**src/rtl/pheap_lvl_mem_pkg.sv**
```systemverilog
// Shared types for the pipelined heap: entry layout, empty constants and the
// level-memory init helpers.
package pheap_lvl_mem_pkg;

    localparam int KEY_W = 8;
    localparam int VAL_W = 8;
    localparam int CAP_W = 8;

    typedef struct packed {
        logic [KEY_W-1:0] key;
        logic [VAL_W-1:0] val;
    } kv_t;

    typedef struct packed {
        logic             active;
        logic [CAP_W-1:0] capacity;
        kv_t              kv;
    } entry_t;

    localparam kv_t    KV_EMPTY    = '{key: '1, val: '0};
    localparam entry_t ENTRY_EMPTY = '{active: 1'b0, capacity: '0, kv: KV_EMPTY};

    typedef enum logic {INIT, RUN} lvlmem_state_t;

    // Free slots in a full subtree rooted at this level.
    function automatic int unsigned cap_init(int unsigned level, int unsigned nlevels);
        return (32'd1 << (nlevels - level + 1)) - 1;
    endfunction

    function automatic entry_t entry_init(int unsigned level, int unsigned nlevels);
        entry_t e;
        e          = ENTRY_EMPTY;
        e.capacity = CAP_W'(cap_init(level, nlevels));
        return e;
    endfunction

endpackage

```
**src/rtl/pheap_lvl_mem_if.sv**
```systemverilog
// Controller-side bus of one heap level memory: top read/write plus the
// parent's child-pair read.
interface pheap_lvl_mem_if #(parameter int LEVEL = 2) ();
    import pheap_lvl_mem_pkg::*;

    localparam int AW = LEVEL - 1;

    logic [AW-1:0] raddrTop;
    entry_t        rTop;
    logic [AW-1:0] raddrBot;
    entry_t        rBotL;
    entry_t        rBotR;
    logic          wenTop;
    logic [AW-1:0] wraddrTop;
    entry_t        wData;
    logic          ready;

    modport master (
        output raddrTop, raddrBot, wenTop, wraddrTop, wData,
        input  rTop, rBotL, rBotR, ready
    );

    modport slave (
        input  raddrTop, raddrBot, wenTop, wraddrTop, wData,
        output rTop, rBotL, rBotR, ready
    );

endinterface

```
**src/rtl/pheap_lvl_mem_rdport.sv**
```systemverilog
// One registered read port with same-cycle write forwarding and an init
// override that forces the reset entry while the array is being swept.
module pheap_fwd_rdport
    import pheap_lvl_mem_pkg::*;
#(
    parameter int     AW       = 1,
    parameter entry_t INIT_VAL = ENTRY_EMPTY
) (
    input  logic          clk,
    input  logic          rst,
    input  logic          i_init,
    input  logic [AW-1:0] i_raddr,
    input  entry_t        i_mem,
    input  logic          i_wen,
    input  logic [AW-1:0] i_waddr,
    input  entry_t        i_wdata,
    output entry_t        o_data
);

    entry_t r_data;

    always_ff @(posedge clk) begin
        if (rst || i_init) begin
            r_data <= INIT_VAL;
        end else if (i_wen && (i_waddr == i_raddr)) begin
            r_data <= i_wdata;
        end else begin
            r_data <= i_mem;
        end
    end

    assign o_data = r_data;

endmodule

```
**src/rtl/pheap_lvl_mem.sv**
```systemverilog
// Storage for one heap level (LEVEL >= 2): self-initialising entry array with
// a top read/write port and the parent's child-pair read port.
module pheap_lvl_mem
    import pheap_lvl_mem_pkg::*;
#(
    parameter int LEVEL   = 2,
    parameter int NLEVELS = 4
) (
    input  logic            clk,
    input  logic            rst,
    pheap_lvl_mem_if.slave  bus
);

    localparam int     AW    = LEVEL - 1;
    localparam int     DEPTH = 1 << AW;
    localparam entry_t EI    = entry_init(LEVEL, NLEVELS);

    if (LEVEL < 2 || LEVEL > NLEVELS) begin : g_bad_level
        $error("pheap_lvl_mem: LEVEL out of range 2..NLEVELS");
    end
    if (cap_init(LEVEL, NLEVELS) > (2 ** CAP_W) - 1) begin : g_bad_cap
        $error("pheap_lvl_mem: initial capacity overflows entry_t capacity field");
    end

    lvlmem_state_t r_state, w_state_nxt;
    logic [AW-1:0] r_ptr, w_ptr_nxt;
    logic          r_ready, w_ready_nxt;
    logic          w_we;
    logic [AW-1:0] w_waddr;
    entry_t        w_wdata;
    logic [AW-1:0] w_bot_l, w_bot_r;
    logic          w_init;
    entry_t        r_mem [DEPTH];

    always_ff @(posedge clk) begin
        if (rst) begin
            r_state <= INIT;
            r_ptr   <= '0;
            r_ready <= 1'b0;
        end else begin
            r_state <= w_state_nxt;
            r_ptr   <= w_ptr_nxt;
            r_ready <= w_ready_nxt;
        end
    end

    always_comb begin
        w_state_nxt = r_state;
        w_ptr_nxt   = r_ptr;
        w_ready_nxt = r_ready;
        w_we        = 1'b0;
        w_waddr     = bus.wraddrTop;
        w_wdata     = bus.wData;
        case (r_state)
            INIT: begin
                w_we      = 1'b1;
                w_waddr   = r_ptr;
                w_wdata   = EI;
                w_ptr_nxt = r_ptr + AW'(1);
                if (r_ptr == '1) begin
                    w_state_nxt = RUN;
                    w_ready_nxt = 1'b1;
                end
            end
            RUN: begin
                w_we = bus.wenTop;
            end
            default: w_state_nxt = INIT;
        endcase
        if (rst) begin
            w_we = 1'b0;
        end
    end

    always_ff @(posedge clk) begin
        if (w_we) begin
            r_mem[w_waddr] <= w_wdata;
        end
    end

    // Child pair is always {even, even|1}, so the odd address cannot wrap.
    assign w_bot_l   = bus.raddrBot & ~AW'(1);
    assign w_bot_r   = w_bot_l | AW'(1);
    assign w_init    = (r_state == INIT);
    assign bus.ready = r_ready;

    pheap_fwd_rdport #(.AW(AW), .INIT_VAL(EI)) u_rd_top (
        .clk(clk), .rst(rst), .i_init(w_init), .i_raddr(bus.raddrTop),
        .i_mem(r_mem[bus.raddrTop]), .i_wen(bus.wenTop), .i_waddr(bus.wraddrTop),
        .i_wdata(bus.wData), .o_data(bus.rTop)
    );

    pheap_fwd_rdport #(.AW(AW), .INIT_VAL(EI)) u_rd_botl (
        .clk(clk), .rst(rst), .i_init(w_init), .i_raddr(w_bot_l),
        .i_mem(r_mem[w_bot_l]), .i_wen(bus.wenTop), .i_waddr(bus.wraddrTop),
        .i_wdata(bus.wData), .o_data(bus.rBotL)
    );

    pheap_fwd_rdport #(.AW(AW), .INIT_VAL(EI)) u_rd_botr (
        .clk(clk), .rst(rst), .i_init(w_init), .i_raddr(w_bot_r),
        .i_mem(r_mem[w_bot_r]), .i_wen(bus.wenTop), .i_waddr(bus.wraddrTop),
        .i_wdata(bus.wData), .o_data(bus.rBotR)
    );

endmodule

```
**src/flat_wrapper.sv**
```systemverilog
// flat-port wrapper written by rule: the top's interface ports become plain ports
module pheap_lvl_mem_flat import pheap_lvl_mem_pkg::*;
#(
    parameter int LEVEL   = 2,
    parameter int NLEVELS = 4
)
  (clk, rst, bus_raddrTop, bus_raddrBot, bus_wenTop, bus_wraddrTop, bus_wData, bus_rTop, bus_rBotL, bus_rBotR, bus_ready);
  pheap_lvl_mem_if #(.LEVEL(LEVEL)) bus_i ();
  input  logic clk;
  input  logic rst;
  input wire logic [$bits(bus_i.raddrTop)-1:0] bus_raddrTop;
  input wire logic [$bits(bus_i.raddrBot)-1:0] bus_raddrBot;
  input wire logic [$bits(bus_i.wenTop)-1:0] bus_wenTop;
  input wire logic [$bits(bus_i.wraddrTop)-1:0] bus_wraddrTop;
  input wire logic [$bits(bus_i.wData)-1:0] bus_wData;
  output wire logic [$bits(bus_i.rTop)-1:0] bus_rTop;
  output wire logic [$bits(bus_i.rBotL)-1:0] bus_rBotL;
  output wire logic [$bits(bus_i.rBotR)-1:0] bus_rBotR;
  output wire logic [$bits(bus_i.ready)-1:0] bus_ready;
  assign bus_i.raddrTop = bus_raddrTop;
  assign bus_i.raddrBot = bus_raddrBot;
  assign bus_i.wenTop = bus_wenTop;
  assign bus_i.wraddrTop = bus_wraddrTop;
  assign bus_i.wData = bus_wData;
  assign bus_rTop = bus_i.rTop;
  assign bus_rBotL = bus_i.rBotL;
  assign bus_rBotR = bus_i.rBotR;
  assign bus_ready = bus_i.ready;
  pheap_lvl_mem #(.LEVEL(LEVEL), .NLEVELS(NLEVELS)) u_core (.clk(clk), .rst(rst), .bus(bus_i));
endmodule
```
**config.mk**
```make
export PLATFORM = sky130hd
export DESIGN_NAME = pheap_lvl_mem_flat
export DESIGN_NICKNAME = d
export VERILOG_FILES = /design/src/rtl/pheap_lvl_mem_pkg.sv /design/src/rtl/pheap_lvl_mem_if.sv /design/src/rtl/pheap_lvl_mem_rdport.sv /design/src/rtl/pheap_lvl_mem.sv /design/src/flat_wrapper.sv
export SDC_FILE = /design/constraint.sdc
export NUM_CORES = 1
export LEC_CHECK = 0
export ABC_CLOCK_PERIOD_IN_PS = 6200
export BUFFER_PORTS_ARGS = -buffer_cell sky130_fd_sc_hd__clkbuf_2
export CORE_ASPECT_RATIO = 0.8
export CORE_UTILIZATION = 35
export DETAILED_ROUTE_END_ITERATION = 10
export GPL_TIMING_DRIVEN = 1
export HOLD_SLACK_MARGIN = 0.02
export PLACE_DENSITY = 0.51
export SYNTH_ARGS = -nofsm -noshare
export SYNTH_HDL_FRONTEND = slang
export SYNTH_HIERARCHICAL = 1
export SYNTH_SLANG_ARGS = --single-unit
export TNS_END_PERCENT = 1
```
**constraint.sdc**
```tcl
create_clock -name clk -period 6.2 [get_ports clk]
set_input_delay 1.24 -clock clk [delete_from_list [all_inputs] [get_ports clk]]
set_output_delay 1.24 -clock clk [all_outputs]
set_load 0.05 [all_outputs]
```
# --- Yosys cells after proc, flatten, opt, wreduce, memory -nomap -nowiden ---
# Memory sizes are Yosys's and may differ from the RTL's. A register that Yosys moved wholly into a read port is not among the register bits.
# Cells that the tools add are included.
classes:
  addsub: 1
  mux: 8
  n_bitwise: 1
  n_reduce_logical: 2
ops:
  columns: ["op", "n"]
  rows:
  - ["$mux 25", 1]
  - ["$mux 1", 6]
  - ["$pmux 1 s2", 1]
  - ["$reduce_and 2->1", 1]
  - ["$add 1x1->1 const B", 1]
  - ["$logic_or 1x1->1", 1]
  - ["$not 1->1", 1]
word_totals:
  regBits: 3
  ramBits: 50
  output_inout_bits: 76
  word_cells: 16
  n_memories: 1
mem_list:
  columns: ["memory", "words", "width", "read_ports", "rd_clocked_by_memory_dff", "write_ports", "line_no", "source"]
  rows:
  - ["u_core.r_mem", 2, 25, 3, 3, 1, "pheap_lvl_mem.sv:33", "entry_t r_mem [DEPTH];"]

# --- Longest topological paths before layout ---
# Gate-level depths: netlist (run 1).
logic_depth:
  word_depth: 5
  ltp_mapped: 6
  depth_no_buf: 3

# --- By module ---
# The synthesis (run 1) kept the hierarchy.
modules_own_cells:
  columns: ["mod", "instances", "cells_per_inst", "area_each_um2", "seq_area_each_um2"]
  rows:
  - ["pheap_fwd_rdport", 3, 117, 985.9, 500.5]
  - ["pheap_lvl_mem", 1, 123, 2209.6, 1561.5]

# --- Least setup slack after synthesis (run 1) ---
# OpenSTA, ideal clock, no wires.
synth_timing:
  kind: "input-to-reg"
  startpoint: "input port bus_wraddrTop"
  endpoint: "memory u_core/r_mem[0][0] in the netlist's numbering (enable)"
  setup_ps: 416
  arrival_time_ps: 2661
  slack_ps: 3123
  path_stages: 2
  path_buffers: 0
  cell_sequence: "nand3b_1 -> a21oi_1"
synth_via:
  elab_chain_len: 1
synth_lines:
  columns: ["element", "line_no", "source"]
  rows:
  - ["start, declared", "flat_wrapper.sv:14", "input wire logic [$bits(bus_i.wraddrTop)-1:0] bus_wraddrTop;"]
  - ["$mux 1", "pheap_lvl_mem.sv:54", "case (r_state)"]
  - ["end, declared", "pheap_lvl_mem.sv:33", null]
# Every way passes these cells.

==> results of run 1 <==
where the power goes:
group,switching [W],internal [W]
Combinational,0.000222,0.0000821
Sequential,0.0000231,0.000927
Clock,0.000337,0.000539
layer usage:
metal | track usage | wire, µm
met5 | 0 | 0
met4 | 0.07174 | 229
met3 | 0.06310 | 1069
met2 | 0.2987 | 6665
met1 | 0.2576 | 6270
Yosys cell counts (all sizes together):
master    n
a21oi    46
and2     14
buf      28
clkbuf   14
conb      2
dfxtp    78
edfxtp   50
inv       5
mux2     25
nand2     1
nand2b   12
nand3   109
nand3b    1
nor2      3
nor2b     1
o21ai    75
or2       4
xnor2     3
xor2      3
worst max-delay path: stages:
cell and delay [ps]:
clkbuf_2 590, xnor2_2 1070, buf_4 350, nand3_1 100
a21oi_1 150
per-stage QoR:
stage / cell area (µm²) / util / total power (W) / instances / worst slack, ps
floorplan: 5175 / - / 0.001178 / 476 / 3123
finish: 6282 / 0.4379 / 0.002130 / 762 / 3030
detailed placement: 5761 / 0.4015 / 0.001268 / 730 / 2589
CTS: 6282 / 0.4379 / 0.002147 / 762 / 3074
global placement: 5761 / 0.4015 / 0.001264 / 730 / 2646
global route: 6282 / 0.4379 / 0.002210 / 762 / 2938
sequential cells by signal, summed over array words and instances, names as in the netlist:
register and cells:
u_core/bus.ready 1, u_core/u_rd_botr/o_data 25, u_core/r_state 1, u_core/r_ptr 1, u_core/r_mem 50, u_core/u_rd_botl/o_data 25
u_core/u_rd_top/o_data 25
layout by cell type, fill, tap and decap left out, drive strengths merged:
cell / synthesis / final
conb: 2 / 4
nand3b: 1 / 1
dfxtp: 78 / 78
xnor2: 3 / 3
edfxtp: 50 / 50
clkbuf: 14 / 131
nand2: 1 / 1
nand2b: 12 / 12
clkinv: 0 / 4
and2: 14 / 14
nor2b: 1 / 1
buf: 28 / 7
xor2: 3 / 3
o21ai: 75 / 75
nor2: 3 / 3
inv: 5 / 7
mux2: 25 / 25
or2: 4 / 4
nand3: 109 / 109
a21oi: 46 / 46
worst paths after layout:
check                   startpoint                          to  slack (ps)  cells after the start
hold / removal    u_core/bus.ready            u_core/bus.ready         470                      2
hold reg to reg   u_core/bus.ready            u_core/bus.ready         470                      2
setup / recovery      bus_raddrTop  u_core/u_rd_top/o_data[22]        3030                      5
setup reg to reg    u_core/r_state  u_core/u_rd_botl/o_data[9]        3510                      3
cell families (layout without fill, tap and decap cells):
kind of cell | count (synthesis) | after routing | synth area share
AND/OR/NAND/NOR | 145 | 145 | 0.1475
AO/OA/AOI/OAI | 121 | 121 | 0.1194
XOR/XNOR | 6 | 6 | 0.01889
other | 2 | 4 | 0.001453
buffers and inverters | 47 | 149 | 0.05109
flip-flops | 128 | 128 | 0.5927
multiplexers | 25 | 25 | 0.06901
final cells by class:
class	instances	area [µm²]
Clock buffer	26	489.2
Clock inverter	6	32.53
Fill cell	1397	8064
Inverter	5	18.77
Multi-Input combinational cell	301	1871
Sequential cell	128	3063
Tap cell	184	230.2
Timing Repair Buffer	112	578.1
==> results.cfg, run 1 <==
[run]
drv_cap = 0

[place]
dp_hpwl_um = 8617
io_buffer_count = 105
gp_congestion = 0.7748

[worst_setup_path]
critPathRequiredTime_ps = 6550
end_kind = flop
worst-path-max-fanout = 27
worstSetupPathType = in2reg
arrival_ps = 3520
cp-start-kind = input pin

[clock_tree]
insertion_delay_ps = 420
htree_levels = 4
clk_pin_slew_worst_paths_ps = 50
cts.repair.resized = 0
hold_buffers = 0
clockBufferDepth = 2
cts_buffers = 17
cts.sinks = 128
cts_setup_buffers = 0
cts_tree = done
cts-root-buf = clkbuf_16

[timing]
finalClockSkew_ps = 7.773
hold_slack_ps = 472.8
fin_crit_ps = 3170
fmax_mhz = 315.5
slew_violations = 0
fin_crit_sh = 0.5112
fin_setup_tns_ps = 0
finalHoldViolCount = 0
setup_viol = 0
rsz0062_at_grt = no
relSlewSlack = 0.2089
worstMarginPinSlew_ps = 1185

[drt]
num_vias = 4104
wl_per_cell_um = 18.68
drc = 0
detail-route-antenna-nets = 0
dr.pass1.iters = 5
wl_um = 14230
viasPerCell = 5.386
first_iter_violations = 319

[yosys]
ys_types = 26
yosys_warnings = 6
synthCells = 474
synth_area_leader_cell = dfxtp_1
synth_area_um2 = 5167
ys_ff_latch = 128
syn-mean-instance-area_um2 = 10.90
synth.top_cell.area_share = 0.3022
yosysSeqAreaShare = 0.5927
yosys-top-cells-area = dfxtp_1, edfxtp_1, nand3_1

[power_and_ir_drop]
irDropWorstVdd_mv = 0.2160
p_leak_nw = 2.400
p_per_area_nw_per_um2 = 339.0

[grt]
grt_max_degree = 61
track_usage = 0.1958
grt_overflow = 0
antenna_found_initial = 0
grt_pass1_wl_um = 21820
grt_pass1_vias = 3979

[floorplanning]
die_area_um2 = 15260
die_h_um = 110.7
start_util = 0.3602
coreArea_um2 = 14350
num_rows = 39
die_w_um = 137.9
ios = 107

[min_path]
hold_path.class = reg2reg

[cells_and_area]
area_delta_synth_final_pct = 21.57
finalNetCount = 596
antenna_cells = 0
drive_above_1_share = 0.3080

[run_status]
status = completed
(Power assumes the default switching activity.)
==> inputs of run 2 (changes only) <==
- ABC_CLOCK_PERIOD_IN_PS: 6200 -> 3100
- clock period: 6.2 -> 3.1 ns (I/O delays scaled with it)
==> results.cfg, run 2 (synthesis gave the netlist of run 1 again) <==
[clock_tree]
hold_buffers = 0
clk_pin_slew_worst_paths_ps = 60
cts_tree = done
cts-root-buf = clkbuf_16
cts.sinks = 128
cts_buffers = 17
clockBufferDepth = 2
cts_setup_buffers = 0
insertion_delay_ps = 420
cts.repair.resized = 0
htree_levels = 4

[drt]
dr.pass1.iters = 5
detail-route-antenna-nets = 0
wl_per_cell_um = 18.15
viasPerCell = 5.215
wl_met3_um = 967
met1_length_um = 6255
first_iter_violations = 329
wl_met2_um = 6596
drc = 0
wl_um = 13990
num_vias = 4021
top_layer = met4

[place]
preCtsSetupSlack_ps = 721.1
io_buffer_count = 105
dpl.cell_count = 739
dp_hpwl_um = 9095
gp_congestion = 0.7461

[cells_and_area]
final_cell_mix = nand3_1, clkbuf_2, dfxtp_1, edfxtp_1, o21ai_0
finalNetCount = 605
fin_cells = 771
top_register = u_core/r_mem
fillers = 1371
antenna_cells = 0
drive_above_1_share = 0.3271
largest_reg_flops = 50
final_common_cell = nand3_1
area_delta_synth_final_pct = 25.52

[worst_setup_path]
critPathRequiredTime_ps = 3230
path_delay_family = buffers and inverters
cp_cell_sequence = buf_4 -> or2_2 -> a21oi_4 -> buf_12
cp-start-kind = flop
end_kind = flop
worstSetupPathType = reg2reg
critical_path_buf_inv_count = 2
critPathMaxStageDelay_ps = 510
worst-path-max-fanout = 19
critPathSlowestCell = dfxtp_1
arrival_ps = 2310

[power_and_ir_drop]
p_leak_nw = 2.499
power.total_w = 0.004664
irDropWorstVdd_mv = 0.4213
p_per_area_nw_per_um2 = 719.1

[floorplanning]
start_util = 0.3602
die_area_um2 = 15260
die_h_um = 110.7
die_w_um = 137.9
coreArea_um2 = 14350
ios = 107
num_rows = 39

[grt]
antenna_found_initial = 0
grt_overflow = 0
grt_pass1_vias = 4003
grt_pass1_wl_um = 21750
track_usage = 0.1956
grt_max_degree = 46

[timing]
relSlewSlack = 0.4014
fmax_mhz = 457.5
finalHoldViolCount = 0
worst_slack_ps = 914.3
fin_setup_tns_ps = 0
slew_violations = 0
finalClockSkew_ps = 6.905
worstMarginPinSlew_ps = 896.9
fin_crit_ps = 2186
rsz0062_at_grt = no
setup_viol = 0
fin_crit_sh = 0.7051

[run]
drv_cap = 0

[run_status]
status = completed

[min_path]
hold_path.class = reg2reg
run 2: cell types whose count changed in the layout (fill, tap and decap cells not counted):
cell and delta:
clkinv_2 -2, buf_12 +1, clkbuf_8 -2, clkinv_4 +1
clkbuf_1 -5, inv_6 +2, bufinv_16 +4, clkbuf_16 +1
inv_4 -1, clkinvlp_4 +2, buf_4 +8
run 2: worst paths after layout:
kind             startpoint                 end  slack [ps]  cells past startpoint
max          u_core/r_state  u_core/r_mem[0][6]         910                      4
min            u_core/r_ptr        u_core/r_ptr         470                      2
max reg2reg  u_core/r_state  u_core/r_mem[0][6]         910                      4
min reg2reg    u_core/r_ptr        u_core/r_ptr         470                      2
run 2: where the power goes:
group          total (W)  internal [W]  switching [W]
combinational   0.000624      0.000178       0.000446
sequential       0.00189       0.00185      0.0000397
clock            0.00215       0.00142       0.000731
total            0.00466       0.00345        0.00122
run 2: worst min-delay path: stages (launching register included):
cell and delay, ps:
dfxtp_1 310, nand2_1 60, a21oi_1 50
run 2: final cells by class:
class	instances	area [µm²]	share of cell area
Multi-Input combinational cell	301	1871	0.2884
Tap cell	184	230.2	0.03549
Timing Repair Buffer	121	658.1	0.1015
Clock buffer	20	467.9	0.07215
Sequential cell	128	3063	0.4722
Inverter	5	18.77	0.002894
Clock inverter	12	177.7	0.02739
run 2: metrics by stage:
| step | cell area, µm² | util | hold slack (ps) |
|---|---|---|---|
| global placement | 5841 | 0.4071 | 452.9 |
| CTS | 6486 | 0.4521 | 464.5 |
| detailed placement | 5841 | 0.4071 | 460.8 |
| floorplan | 5175 | - | 439.1 |
| finish | 6486 | 0.4521 | 471.5 |
| global route | 6486 | 0.4521 | 474.2 |
run 2: per-layer routing:
layer  up-vias  global-route usage
met5         -                   0
met4         0             0.07536
met3        16             0.05807
met2       151              0.2977
met1      1961              0.2597
li1       1893                   -
==> inputs of run 3 (changes only) <==
- ABC_CLOCK_PERIOD_IN_PS: 3100 -> 1900
- PLACE_DENSITY: 0.51 -> 0.53
- clock period: 3.1 -> 1.9 ns (I/O delays scaled with it)
==> results.cfg, run 3 (synthesis gave the netlist of run 1 again) <==
[drt]
num_vias = 4152
viasPerCell = 5.262
drc = 0
detail-route-antenna-nets = 0
dr.pass1.iters = 4
wl_per_cell_um = 18.17
wl_um = 14330
first_iter_violations = 395

[floorplanning]
die_area_um2 = 15260
num_rows = 39
die_w_um = 137.9
ios = 107
die_h_um = 110.7
coreArea_um2 = 14350
start_util = 0.3602

[worst_setup_path]
end_kind = flop
r2r_slack_ps = 330
r2r_cells = 3
critPathMaxStageDelay_ps = 550
critPathRequiredTime_ps = 2230
critPathSlowestCell = dfxtp_1
regToRegEndpoint = u_core/u_rd_top/o_data[4]
worst-path-max-fanout = 14
arrival_ps = 1900
cp-start-kind = flop
cp_cell_sequence = inv_1 -> or2_2 -> a21oi_1
r2r-start = u_core/r_state
cp-startpoint = u_core/r_state
worstSetupPathType = reg2reg
endpoint = u_core/u_rd_top/o_data[4]

[timing]
fin_crit_sh = 0.8278
fmax_mhz = 635.8
worst_slack_ps = 327.3
worstMarginPinSlew_ps = 792.9
relSlewSlack = 0.4688
fin_crit_ps = 1573
rsz0062_at_grt = no
setup_viol = 0
slew_violations = 0
finalHoldViolCount = 0
finalClockSkew_ps = 5.499

[grt]
grt_overflow = 0
grt_pass1_vias = 4099
track_usage = 0.1965
antenna_found_initial = 0
grt_max_degree = 61
grt_pass1_wl_um = 21940

[run_status]
status = completed

[place]
dp_hpwl_um = 9496
preCtsSetupSlack_ps = 157.5
gp_congestion = 0.7868
detailed_place.area_um2 = 6001
io_buffer_count = 105

[clock_tree]
cts.sinks = 128
cts_tree = done
clk_pin_slew_worst_paths_ps = 60
cts-root-buf = clkbuf_16
clockBufferDepth = 2
cts_buffers = 17
htree_levels = 4
cts_setup_buffers = 0
cts.repair.resized = 0
insertion_delay_ps = 420
hold_buffers = 0

[cells_and_area]
fillers = 1356
final_common_cell = nand3_1
design_area_um2 = 6564
drive_above_1_share = 0.3455
final_cell_mix = nand3_1, clkbuf_2, dfxtp_1, edfxtp_1, o21ai_0
antenna_cells = 0
regArea_um2 = 3063
area_delta_synth_final_pct = 27.02
top_register = u_core/r_mem
finalNetCount = 623
multi_input_area_um2 = 1871
largest_reg_flops = 50

[power_and_ir_drop]
p_per_area_nw_per_um2 = 1092
p_leak_nw = 2.568
irDropWorstVdd_mv = 0.6271

[min_path]
hp-start = bus_wData[0]
hold_path.class = in2reg

[run]
drv_cap = 0
==> run 3: changes by cell type in the layout (fill, tap and decap cells not counted), moves of 2 or more <==
cell / delta
clkinv_2: +4
buf_4: +16
bufinv_16: -4
buf_12: +2
inv_6: -2
==> run 3: where the power goes <==
group          switching [W]  leakage (nW)  internal [W]  total, W
clock                0.00113         0.283       0.00188   0.00301
combinational       0.000745          1.20      0.000333   0.00108
sequential         0.0000602          1.08       0.00302   0.00308
==> run 3: cell type report <==
cell class	count	share of cell area
Sequential cell	128	0.4666
Multi-Input combinational cell	301	0.2850
Timing Repair Buffer	139	0.1247
Clock buffer	23	0.07777
Tap cell	184	0.03507
Clock inverter	9	0.008006
Inverter	5	0.002859
==> run 3: worst min-delay path by stage <==
stage | depth (start not counted) | to
2_1_floorplan | 2 | u_core/r_ptr
5_1_grt | 3 | u_core/u_rd_top/o_data[1]
3_3_place_gp | 2 | u_core/r_ptr
4_1_cts | 3 | u_core/u_rd_botr/o_data[1]
3_5_place_dp | 2 | u_core/r_ptr
6_report | 3 | u_core/u_rd_botl/o_data[0]
==> run 3: per-stage QoR <==
stage	instances	utilization	total power, W	setup TNS, ps	hold WS [ps]
final	789	0.4575	0.007171	0	245.6
after global routing	789	0.4575	0.007439	0	235.7
after CTS	789	0.4575	0.007232	0	223.4
after detailed placement	757	0.4183	0.004208	0	472.5
after global placement	757	0.4183	0.004193	0	453.0
after floorplan	476	-	0.003843	-9561	439.1
==> run 3: layer usage <==
metal | up-vias | GRT usage | share of wire
met5 | - | 0 | 0
met4 | 0 | 0.07536 | 0.015
met3 | 20 | 0.05716 | 0.071
met2 | 174 | 0.3003 | 0.47
met1 | 2028 | 0.2604 | 0.44
li1 | 1930 | - | -
==> run 3: critical path: cells and delay by family (launching register included) <==
family / cells / cell delay, ps
buf+inv: 1 / 170
flops: 1 / 550
simple gates: 1 / 510
compound gates: 1 / 240
